File: config.mk
export PLATFORM = sky130hd
export DESIGN_NAME = add_seq
export DESIGN_NICKNAME = d
export VERILOG_FILES = /design/src/rtl/add_pkg.sv /design/src/rtl/addk.sv /design/src/rtl/add_seq.sv
export SDC_FILE = /design/constraint.sdc
export NUM_CORES = 1
export LEC_CHECK = 0
export BUFFER_PORTS_ARGS = -buffer_cell sky130_fd_sc_hd__clkbuf_2
export CAP_MARGIN = 15
export CORE_MARGIN = 1.5
export CORE_UTILIZATION = 50
export CTS_CLUSTER_DIAMETER = 200
export DETAILED_ROUTE_END_ITERATION = 8
export GPL_TIMING_DRIVEN = 0
export PLACE_DENSITY = 0.74
export SETUP_SLACK_MARGIN = 0.2
export SYNTH_ARGS = -nofsm -noshare
export SYNTH_HDL_FRONTEND = slang
export SYNTH_SLANG_ARGS = --single-unit
File: constraint.sdc
create_clock -name clk -period 3.27 [get_ports clk]
set_input_delay 0.1635 -clock clk [delete_from_list [all_inputs] [get_ports clk]]
set_output_delay 0.1635 -clock clk [all_outputs]
set_load 0.05 [all_outputs]
File: src/rtl/add_pkg.sv
// Shared types and defaults for the digit-serial adder/subtractor.
package add_pkg;

    localparam int ADD_W = 32;
    localparam int ADD_D = 8;

    typedef enum logic [1:0] {
        IDLE = 2'd0,
        RUN  = 2'd1,
        DONE = 2'd2
    } add_state_e;

    // True when the width/digit pairing can be processed digit by digit.
    function automatic bit add_cfg_ok(input int w, input int d);
        return (d >= 1) && (d <= w) && ((w % d) == 0);
    endfunction

endpackage

File: src/rtl/addk.sv
// Combinational D-bit chunk adder shared by every digit of the sequencer.
module addk
    import add_pkg::*;
#(
    parameter int D = ADD_D
) (
    input  logic [D-1:0] a,
    input  logic [D-1:0] b,
    input  logic         ci,
    output logic [D-1:0] s,
    output logic         co
);

    // Widen by one bit so the carry-out falls out of the same addition.
    assign {co, s} = {1'b0, a} + {1'b0, b} + {{D{1'b0}}, ci};

endmodule

File: src/rtl/add_seq.sv
// Multi-cycle ripple adder/subtractor: one D-bit digit per clock through a
// single chunk adder, with a start/busy/done handshake and held results.
module add_seq
    import add_pkg::*;
#(
    parameter int W = ADD_W,
    parameter int D = ADD_D
) (
    input  logic         clk,
    input  logic         rst,
    input  logic         start,
    input  logic         sub,
    input  logic [W-1:0] a,
    input  logic [W-1:0] b,
    input  logic         ci,
    output logic         busy,
    output logic         done,
    output logic [W-1:0] s,
    output logic         co,
    output logic         ov
);

    localparam int N     = W / D;
    localparam int IDX_W = (N > 1) ? $clog2(N) : 1;
    localparam logic [IDX_W-1:0] IDX_LAST = IDX_W'(N - 1);

    if (!add_cfg_ok(W, D)) begin : g_cfg_bad
        $error("add_seq: W must be a positive multiple of D with 1 <= D <= W");
    end

    add_state_e       state_q, state_d;
    logic [IDX_W-1:0] idx_q,   idx_d;
    logic [W-1:0]     a_q,     a_d;
    logic [W-1:0]     b_q,     b_d;      // already inverted for subtract
    logic             carry_q, carry_d;
    logic [W-1:0]     s_q,     s_d;
    logic             co_q,    co_d;
    logic             ov_q,    ov_d;

    logic [D-1:0]     a_dig;
    logic [D-1:0]     b_dig;
    logic [D-1:0]     sum_k;
    logic             co_k;

    // Digit mux: select the current digit of each captured operand.
    assign a_dig = a_q[idx_q*D +: D];
    assign b_dig = b_q[idx_q*D +: D];

    addk #(.D(D)) u_addk (
        .a  (a_dig),
        .b  (b_dig),
        .ci (carry_q),
        .s  (sum_k),
        .co (co_k)
    );

    // Next-state logic: operand capture, digit write-back and flag update.
    always_comb begin
        // NOTE: every variable gets its hold value first so no path leaves it
        // unassigned; otherwise synthesis infers a latch.
        state_d = state_q;
        idx_d   = idx_q;
        a_d     = a_q;
        b_d     = b_q;
        carry_d = carry_q;
        s_d     = s_q;
        co_d    = co_q;
        ov_d    = ov_q;

        unique case (state_q)
            IDLE, DONE: begin
                if (start) begin
                    a_d     = a;
                    b_d     = b ^ {W{sub}};
                    carry_d = ci;
                    s_d     = '0;
                    co_d    = 1'b0;
                    ov_d    = 1'b0;
                    idx_d   = '0;
                    state_d = RUN;
                end else if (state_q == DONE) begin
                    state_d = IDLE;
                end
            end
            RUN: begin
                s_d[idx_q*D +: D] = sum_k;
                carry_d           = co_k;
                if (idx_q == IDX_LAST) begin
                    state_d = DONE;
                    co_d    = co_k;
                    // Top digit's MSB is the result sign bit being written now.
                    ov_d    = (a_q[W-1] == b_q[W-1]) && (sum_k[D-1] != a_q[W-1]);
                end else begin
                    idx_d = idx_q + 1'b1;
                end
            end
            default: state_d = IDLE;
        endcase
    end

    // State registers with synchronous reset.
    always_ff @(posedge clk) begin
        // NOTE: non-blocking assignments so every register samples the
        // pre-edge values regardless of statement order.
        if (rst) begin
            state_q <= IDLE;
            idx_q   <= '0;
            a_q     <= '0;
            b_q     <= '0;
            carry_q <= 1'b0;
            s_q     <= '0;
            co_q    <= 1'b0;
            ov_q    <= 1'b0;
        end else begin
            state_q <= state_d;
            idx_q   <= idx_d;
            a_q     <= a_d;
            b_q     <= b_d;
            carry_q <= carry_d;
            s_q     <= s_d;
            co_q    <= co_d;
            ov_q    <= ov_d;
        end
    end

    assign busy = (state_q == RUN);
    assign done = (state_q == DONE);
    assign s    = s_q;
    assign co   = co_q;
    assign ov   = ov_q;

endmodule

After elaboration in Yosys (flattened, before gate mapping). Index checks and enable logic that the tools add are counted.

Output and inout port bits: 36. Input bits: 69. Latch bits: 0. Memories: 0. Memory bits (read-only): 0. Register bits after elaboration: 103. Memory bits (writable): 0.

Add/subtract/negate cells: 4. Bitwise logic cells: 1. Divide/modulo/power cells: 0. Reduce and logical (&&, ||, !) cells: 9. Order comparisons: 0. $mul: 0. Shifts and indexed selects: 4. Equality and inequality tests: 9. Mux-type cells: 17.

Operators by type and width (number): 32-bit case mux with 2 select lines (1); 32-bit by 6-bit variable part select with 8-bit output (2); 5-bit negator with 34-bit output (1); 8-bit by 34-bit variable shift with 32-bit output, first input constant (1); 8-bit by 34-bit variable part select with 32-bit output (1); 32-bit bitwise mux (1); 32-bit two-way mux (1); 32-bit bitwise XOR (1); 2-bit two-way mux (5); 8-bit by 8-bit adder with 9-bit output (1); 9-bit by 1-bit adder with 9-bit output (1); 2-bit case mux with 2 select lines (2); 1-bit case mux with 2 select lines (3); 2-bit AND reduction (3); 3-bit AND reduction (2); 2-bit == test, second input constant (2); 1-bit two-way mux (4); 2-bit != test, second input constant (2); 3-bit != test, second input constant (1); 2-bit by 1-bit adder with 2-bit output, second input constant (1); 2-bit by 1-bit == test with 1-bit output, second input constant (1); 2-bit zero test (1); 2-bit by 1-bit != test with 1-bit output, second input constant (1); 2-bit nonzero test (1); other kinds (4) (4).

Logic depth before layout (Yosys ltp). Gate-level depths: netlist of run 1.

Depth after elaboration: 7. Mapped depth: 11. Gate-level depth less buffers: 9.

By module. From an unflattened synthesis of run 1, not the netlist that was laid out.

Cell total of the unflattened synthesis: 480. Area total of the unflattened synthesis: 4732.0 µm².

Modules (own cells, without submodules): add_seq (times used 1, sequential area each 2062.0 µm², cells an instance 438, area an instance 4400.5 µm²); addk (times used 1, sequential area each 0.0 µm², cells an instance 42, area an instance 331.6 µm²).

Least setup slack after synthesis of run 1. Ideal clock, no wire load.

Path kind: reg2reg. Start point: register idx_q[1]. End point: register carry_q. Cell stages (with the launch flop): 12. Buffers on the path: 2. Clock period less this slack: 2808 ps. Data arrival time: 2672 ps. Setup time: 137 ps. Path slack: 462 ps. Cell sequence: dfxtp_1 buf_2 buf_2 mux4_2 fa_1 inv_1 fa_1 nor2b_1 o31a_2 o211a_1 o21ai_0 a221oi_1.

Longest elaborated chain between the ends: 4. Elaborated cells on any way between the ends: 5. Classes of those cells: 2 x add/sub; 2 x shift; 1 x mux.

Ends and longest elaborated chain: start: declaration (line add_seq.sv:32) `logic [IDX_W-1:0] idx_q, idx_d;`; start signal: assignment (line add_seq.sv:116) `idx_q <= idx_d;`; 32-bit by 6-bit variable part select with 8-bit output (on tied branches) (line add_seq.sv:46, add_seq.sv:47); 8-bit by 8-bit adder with 9-bit output * (line addk.sv:15) `assign {co, s} = {1'b0, a} + {1'b0, b} + {{D{1'b0}}, ci};`; 9-bit by 1-bit adder with 9-bit output * (line addk.sv:15); 1-bit case mux with 2 select lines * (line add_seq.sv:70) `unique case (state_q)`; end signal: assignment (line add_seq.sv:119) `carry_q <= carry_d;`; end: declaration (line add_seq.sv:35) `logic carry_q, carry_d;`.

Every way passes the cells marked *; elsewhere a longest branch is shown, timed or not. A chain may end at the register's enable or synchronous reset.

Worst setup path after layout of run 1.
Start point: register idx_q[0]. End point: register carry_q.

The elaborated chain is that of the path after synthesis.

==> results of run 1 <==
## timing repair
item / in CTS / in global routing
setup buffers: 0 / 0
hold buffers: 5 / 0
pin swaps: 0 / 0
endpoints found under the hold margin: 5 / 0
setup endpoints to repair: 10 / 6
gates resized for setup: 4 / 7
## worst paths after layout
check	depth (start not counted)	slack, ns	from	to
worst max-delay path	10	0.37	idx_q[0]$_SDFFE_PP0P_	carry_q$_SDFFE_PP0P_
worst min-delay path	3	0.006	a[10]	a_q[10]$_SDFFE_PP0P_
worst max register to register	10	0.37	idx_q[0]$_SDFFE_PP0P_	carry_q$_SDFFE_PP0P_
worst min register to register	2	0.46	a_q[16]$_SDFFE_PP0P_	a_q[16]$_SDFFE_PP0P_
## metrics by stage
step	cell area, sq um	util [%]	hold slack [ns]	setup WS (ns)
floorplan	4760	-	0.261	0.462
global placement	5440	58.9	0.386	0.135
detailed placement	5440	58.9	0.395	0.0849
CTS	5700	61.7	0.000138	0.223
global route	5720	61.9	0.00386	0.246
finish	5720	61.9	0.00600	0.369
## critical path, stage by stage, from the launching register on
cell and delay (ns):
dfxtp_2 0.39, buf_8 0.18, mux4_2 0.55, fa_2 0.41, inv_1 0.08, fa_1 0.21
nor2b_1 0.08, o31a_2 0.34, o211a_1 0.24, o21ai_0 0.18, a221oi_1 0.11
## sequential cells by signal, indices dropped and copies added, names as in the netlist
register / count
carry_q: 1
a_q: 32
ov: 1
co: 1
state_q: 2
idx_q: 2
b_q: 32
s: 32
## layer usage
metal | wire [microns] | vias up
met5 | 0 | -
met2 | 5880 | 132
met3 | 694 | 18
met4 | 232 | 0
met1 | 5190 | 1878
li1 | - | 2019
## cells by family (layout without fill, tap and decap cells)
kind of cell,count (synthesis),after routing
and+or+nand+nor,163,163
DFF,103,103
AOI/OAI and AO/OA,128,128
adders and majority gates,13,13
xor gates and xnor gates,34,34
muxes,17,17
buffers and inverters,49,173
## synth_stat cells, drive strengths merged (3+ instances only)
| library cell | count |
|---|---|
| o21ai | 7 |
| inv | 13 |
| nand2 | 71 |
| ha | 11 |
| xnor2 | 34 |
| a32oi | 4 |
| buf | 20 |
| nand3b | 3 |
| o2111ai | 3 |
| nand2b | 3 |
| a22oi | 25 |
| dfxtp | 103 |
| o211ai | 5 |
| nor3b | 3 |
| a21oi | 41 |
| nor2b | 3 |
| nand3 | 3 |
| mux4 | 16 |
| clkbuf | 14 |
| nor2 | 67 |
| a211oi | 34 |
## power by group through the flow
| stage | Sequential (mW) | Clock (mW) | Combinational [mW] |
|---|---|---|---|
| after floorplan | 1.40 | 0 | 0.365 |
| after global placement | 1.39 | 0 | 0.525 |
| after detailed placement | 1.40 | 0 | 0.537 |
| after CTS | 1.37 | 0.831 | 0.546 |
| after global routing | 1.38 | 0.878 | 0.605 |
| final | 1.37 | 0.822 | 0.552 |
## cell type report
class	instances	area (sq um)	share of cell area, %
Inverter	14	57.6	1.01
Multi-Input combinational cell	355	2480	43.3
Timing Repair Buffer	108	566	9.88
Clock buffer	9	124	2.16
Buffer	35	195	3.41
Clock inverter	7	78.8	1.38
Tap cell	129	161	2.82
Sequential cell	103	2060	36.1
==> summary.md, run 1 <==
| Metric | Value |
|---|---|
| Ys async rst share | 0% |
| Most common cell after layout, fill and taps aside | clkbuf_2 |
| TNS Setup | 0 ns |
| Initial Util | 51.5% |
| Routing usage on met1 | 31.8% |
| Clock Sinks | 103 |
| Die X-Extent | 101 microns |
| TritonCTS buffer count | 9 |
| GPL Wtd Cong | 0.879 |
| Root Buffer | clkbuf_8 |
| Worst-margin pin slew | 0.566 ns |
| Number of port buffers | ~100 |
| GRT Util Overall | 24.5% |
| Simple-gate share of the synthesized area | 15.4% |
| Worst Setup End Kind | register |
| Status | finished clean |
| Fillcell total | 832 |
| H-tree depth | 3 |
| Internal power | 1.91 mW |
| Mux contribution to synthesized area | 7.78% |
| Sw power | 0.833 mW |
| Compound-gate portion of the synthesized area | 18.7% |
| First drt pass iteration count | 4 |
| Final worst path period share | 88.7% |
| CTS tree | yes |
| Hold Vio Cnt, Final | 0 |
| Layout cells sized above 1 | about 27% |
| Vias | approximately 4000 |
| Synth Area in Adders | 3.73% |
| Global route total overflow | 0 |
| Worst setup SP type | register |
| EDFF count, synth | 0 |
| Vias per inst | roughly 5.3 |
| Fin. max-slew vios | 0 |
| Drt wl/cell | between 15 and 20 microns |
| Clock buffer depth | 2 |
| Slew HR | 62.3% |
| Setup violations, final | 0 |
| Syn_nets | 589 |
| HPWL after detailed placement | 9010 microns |
| Register area share after synthesis | 43.3% |
| Std cell rows | 35 |
| Antenna violations before repair | 0 |
| DRC errors left | 0 |
| Tot Pwr | 2.74 mW |
| CP Max Fanout | 10 |
| Post-Route Skew | 0.0112 ns |
| Iter 0 DRT Violations | 173 |
| Vias in the first global route | 3937 |
| Switching Fraction | 30.4% |
| Ys Warns | 0 |
| Grt met3 use | under 10% |
| Hold WC Path Type | in2reg |
| Largest family of logic cells by synthesized area | compound AO/OA/AOI/OAI gates |
| PwrDens | between 400 and 500 nW/um^2 |
| Busiest grt layer | met2 |
| Required @ worst endpoint | 3.50 ns |
| Achievable Freq | roughly 0.34 GHz |
| Die Area | roughly 10000 sq um |
| Most frequent cells in the layout | clkbuf_2 (103), dfxtp_1 (101), nand2_1 (70) |
| FF+latch count, synth | 103 |
| WP data arrival | ~3.1 ns |
| Crit path kind | reg2reg |
| Worst-skew pair later-pin latency | between 0.3 and 0.4 ns |
| Worst-path clk slew | 0.10 ns |
| Synth Instances | between 500 and 600 |
| Main synth FF type | dfxtp_1 |
| Maximum VDD drop | about 0.00028 V |
| Clock power share | 29.9% |
| Mapped Avg Cell Area | roughly 9.4 sq um |
| Largest net degree at the start of global routing | 19 |
| Post-route ant nets | 0 |
| Comb power frac | between 20% and 30% |
| Final WL | between 10000 and 15000 microns |
| Unrepaired setup endpoints after global routing | false |
| Met2 Use GR | 41.6% |
| First-pass GRT wire length | 19100 microns |
| Post-layout net count | 708 |
| Post-synth top area share | 43.3% |
| Sequential power share | 49.9% |
| Core Area | approximately 9200 sq um |
| Ports | about 110 |
| P_leak | ~2.3 nW |
| Post-synth top area cell | dfxtp_1 |
| Synth unique cells | 53 |
| Post-Layout Cell Count | 760 |
| Area Overhead vs Synth | 20.2% |
| XOR/XNOR share of the synthesized area | 6.25% |
| Cell area after synthesis | ~4800 sq um |
| Number of max-cap violations | 0 |
| Tmin final | 2.90 ns |
| Die Height | 101 microns |
| Placed cell count | 739 |
| ANT cells | 0 |
| Synth top area cells | dfxtp_1 (43%), mux4_2 (7.6%), xnor2_1 (6.3%) |
(Power assumes the default switching activity.)
==> run 2, diff against run 1 <==
Settings changed: CORE_ASPECT_RATIO set to 0.8.
==> summary.md, run 2 (synthesized netlist as in run 1, its figures left out) <==
| Metric | Value |
|---|---|
| Status | finished, violations left |
| Failing checks | design-rule violations |
| Layout cells sized above 1 | 27.2% |
| R2R depth | 10 |
| Required @ worst endpoint | between 3 and 4 ns |
| Ports | 105 |
| Largest net degree at the start of global routing | 18 |
| Slew HR | 64.6% |
| Number of max-cap violations | 0 |
| Tmin final | 2.89 ns |
| Sw power | 0.852 mW |
| Worst hold stages | 3 |
| WP data arrival | 3.09 ns |
| CP Max Fanout | 5 |
| R2r endpoint | carry_q$_SDFFE_PP0P_ |
| R2R Setup Slk | 0.38 ns |
| Root Buffer | clkbuf_16 |
| Worst-margin pin slew | 0.526 ns |
| Final WL | 12000 microns |
| Core Area | 9150 sq um |
| Vias in the first global route | 4012 |
| Hold WC Path Type | in2reg |
| ANT cells | 0 |
| Worst setup SP type | register |
| P_leak | 2.31 nW |
| Vias per inst | 5.63 |
| DRC errors left | 12 |
| Crit path kind | reg2reg |
| Switching Fraction | approximately 30% |
| Die Height | 90.3 microns |
| Clock buffer depth | 2 |
| Area Overhead vs Synth | 20.4% |
| Hold Vio Cnt, Final | 0 |
| First drt pass iteration count | 9 |
| Hold_sp | a[5] |
| Worst-skew pair later-pin latency | 0.35 ns |
| Vias | 4183 |
| Setup violations, final | 0 |
| TNS Setup | 0 ns |
| Most frequent cells in the layout | dfxtp_1 (103), clkbuf_2 (103), nand2_1 (70) |
| PwrDens | ~510 nW/um^2 |
| Hold EP | a_q[5]$_SDFFE_PP0P_ |
| Sequential power share | 46.9% |
| Maximum VDD drop | between 0.0002 and 0.0003 V |
| Post-Route Skew | 0.00769 ns |
| Post-layout net count | 705 |
| Clock Sinks | between 100 and 150 |
| Number of port buffers | 103 |
| Fillcell total | 763 |
| Antenna violations before repair | 0 |
| Final worst slack | 0.380 ns |
| Worst Setup End Kind | register |
| DP Worst Slack | 0.0141 ns |
| Clock power share | 34.1% |
| Hold slack | 0.0358 ns |
| Drt wl/cell | ~16 microns |
| Hold Buf Count CTS | 0 |
| TritonCTS buffer count | 9 |
| First-pass GRT wire length | 19700 microns |
| Achievable Freq | 0.346 GHz |
| Unrepaired setup endpoints after global routing | false |
| Iter 0 DRT Violations | 305 |
| GRT Util Overall | 24.7% |
| Die X-Extent | ~110 microns |
| GPL Wtd Cong | 0.860 |
| Comb power frac | 19.0% |
| Internal power | 2.07 mW |
| Post-route ant nets | 0 |
| Worst-path clk slew | 0.07 ns |
| Global route total overflow | 0 |
| Fin. max-slew vios | 0 |
| Std cell rows | 31 |
| HPWL after detailed placement | approximately 9200 microns |
| Die Area | 10100 sq um |
| Initial Util | 52.0% |
| H-tree depth | 3 |
| Final worst path period share | 88.4% |
| CTS tree | yes |
| R2R Path Start | idx_q[0]$_SDFFE_PP0P_ |
## run 2: cell count changes in the layout (fill, tap and decap cells not counted), moves of 2 or more
cell,change
clkbuf_16,+9
clkbuf_8,-9
dlygate4sd3_1,-5
buf_4,+3
clkbuf_1,+2
dfxtp_1,+2
dfxtp_2,-2
## run 2: how the worst max path moves through the flow
stage                                     start                    to  slack [ns]  cells after the start
after CTS                 idx_q[1]$_SDFFE_PP0P_  carry_q$_SDFFE_PP0P_        0.23                     11
after global placement    idx_q[1]$_SDFFE_PP0P_    s[28]$_SDFFE_PP0P_        0.07                     11
after floorplan           idx_q[1]$_SDFFE_PP0P_  carry_q$_SDFFE_PP0P_        0.46                     11
after global routing      idx_q[1]$_SDFFE_PP0P_    s[14]$_SDFFE_PP0P_        0.19                     10
after detailed placement  idx_q[1]$_SDFFE_PP0P_  carry_q$_SDFFE_PP0P_        0.01                     11
final                     idx_q[0]$_SDFFE_PP0P_  carry_q$_SDFFE_PP0P_        0.38                     10
## run 2: critical path: stages (launching register included)
cell and delay (ns):
dfxtp_1 0.42, buf_6 0.15, mux4_2 0.54, fa_2 0.42, inv_1 0.08, fa_1 0.20, nor2b_1 0.07, o31a_2 0.33
o211a_1 0.26, o21ai_1 0.16, a221oi_1 0.11
## run 2: final cells by class
class	instances	area (sq um)	area share, %
multi-input cells	355	2480	43.2
flip-flops and latches	103	2060	36.0
repair buffers	105	531	9.26
clock buffers	11	233	4.06
plain buffers	35	188	3.27
well taps	115	144	2.51
inverters	14	57.6	1.00
clock inverters	5	41.3	0.720
## run 2: timing repair
item                                    in CTS  in global routing
resized for setup                            5                  3
setup buffers                                2                  0
gates cloned                                 0                  0
endpoints found under the setup margin      10                  6
pin swaps                                    0                  0
endpoints found under the hold margin        0                  0
## run 2: power by group through the flow
| stage | Clock, mW | Sequential, mW | Combinational, mW |
|---|---|---|---|
| after detailed placement | 0 | 1.40 | 0.545 |
| after global placement | 0 | 1.39 | 0.531 |
| final | 0.995 | 1.37 | 0.556 |
| after global routing | 1.05 | 1.38 | 0.607 |
| after CTS | 1.01 | 1.37 | 0.554 |
| after floorplan | 0 | 1.40 | 0.365 |
## run 2: routing by layer
metal | wire length (microns) | share of wire, % | global-route usage (%) | vias to the layer above
met2 | 5700 | 47 | 41.4 | 153
met4 | 255 | 2.1 | 9.28 | 0
met1 | 5200 | 43 | 31.8 | 1984
li1 | - | - | - | 2020
met3 | 874 | 7.3 | 4.90 | 26
met5 | 0 | 0 | 0 | -
## run 2: metrics by stage
step,power [mW],cells,util (%),area [sq um]
5_1_grt,3.04,743,62.6,5730
3_3_place_gp,1.93,725,59.2,5420
2_1_floorplan,1.77,507,-,4760
3_5_place_dp,1.94,725,59.2,5420
4_1_cts,2.93,743,62.5,5730
6_report,2.92,743,62.6,5730
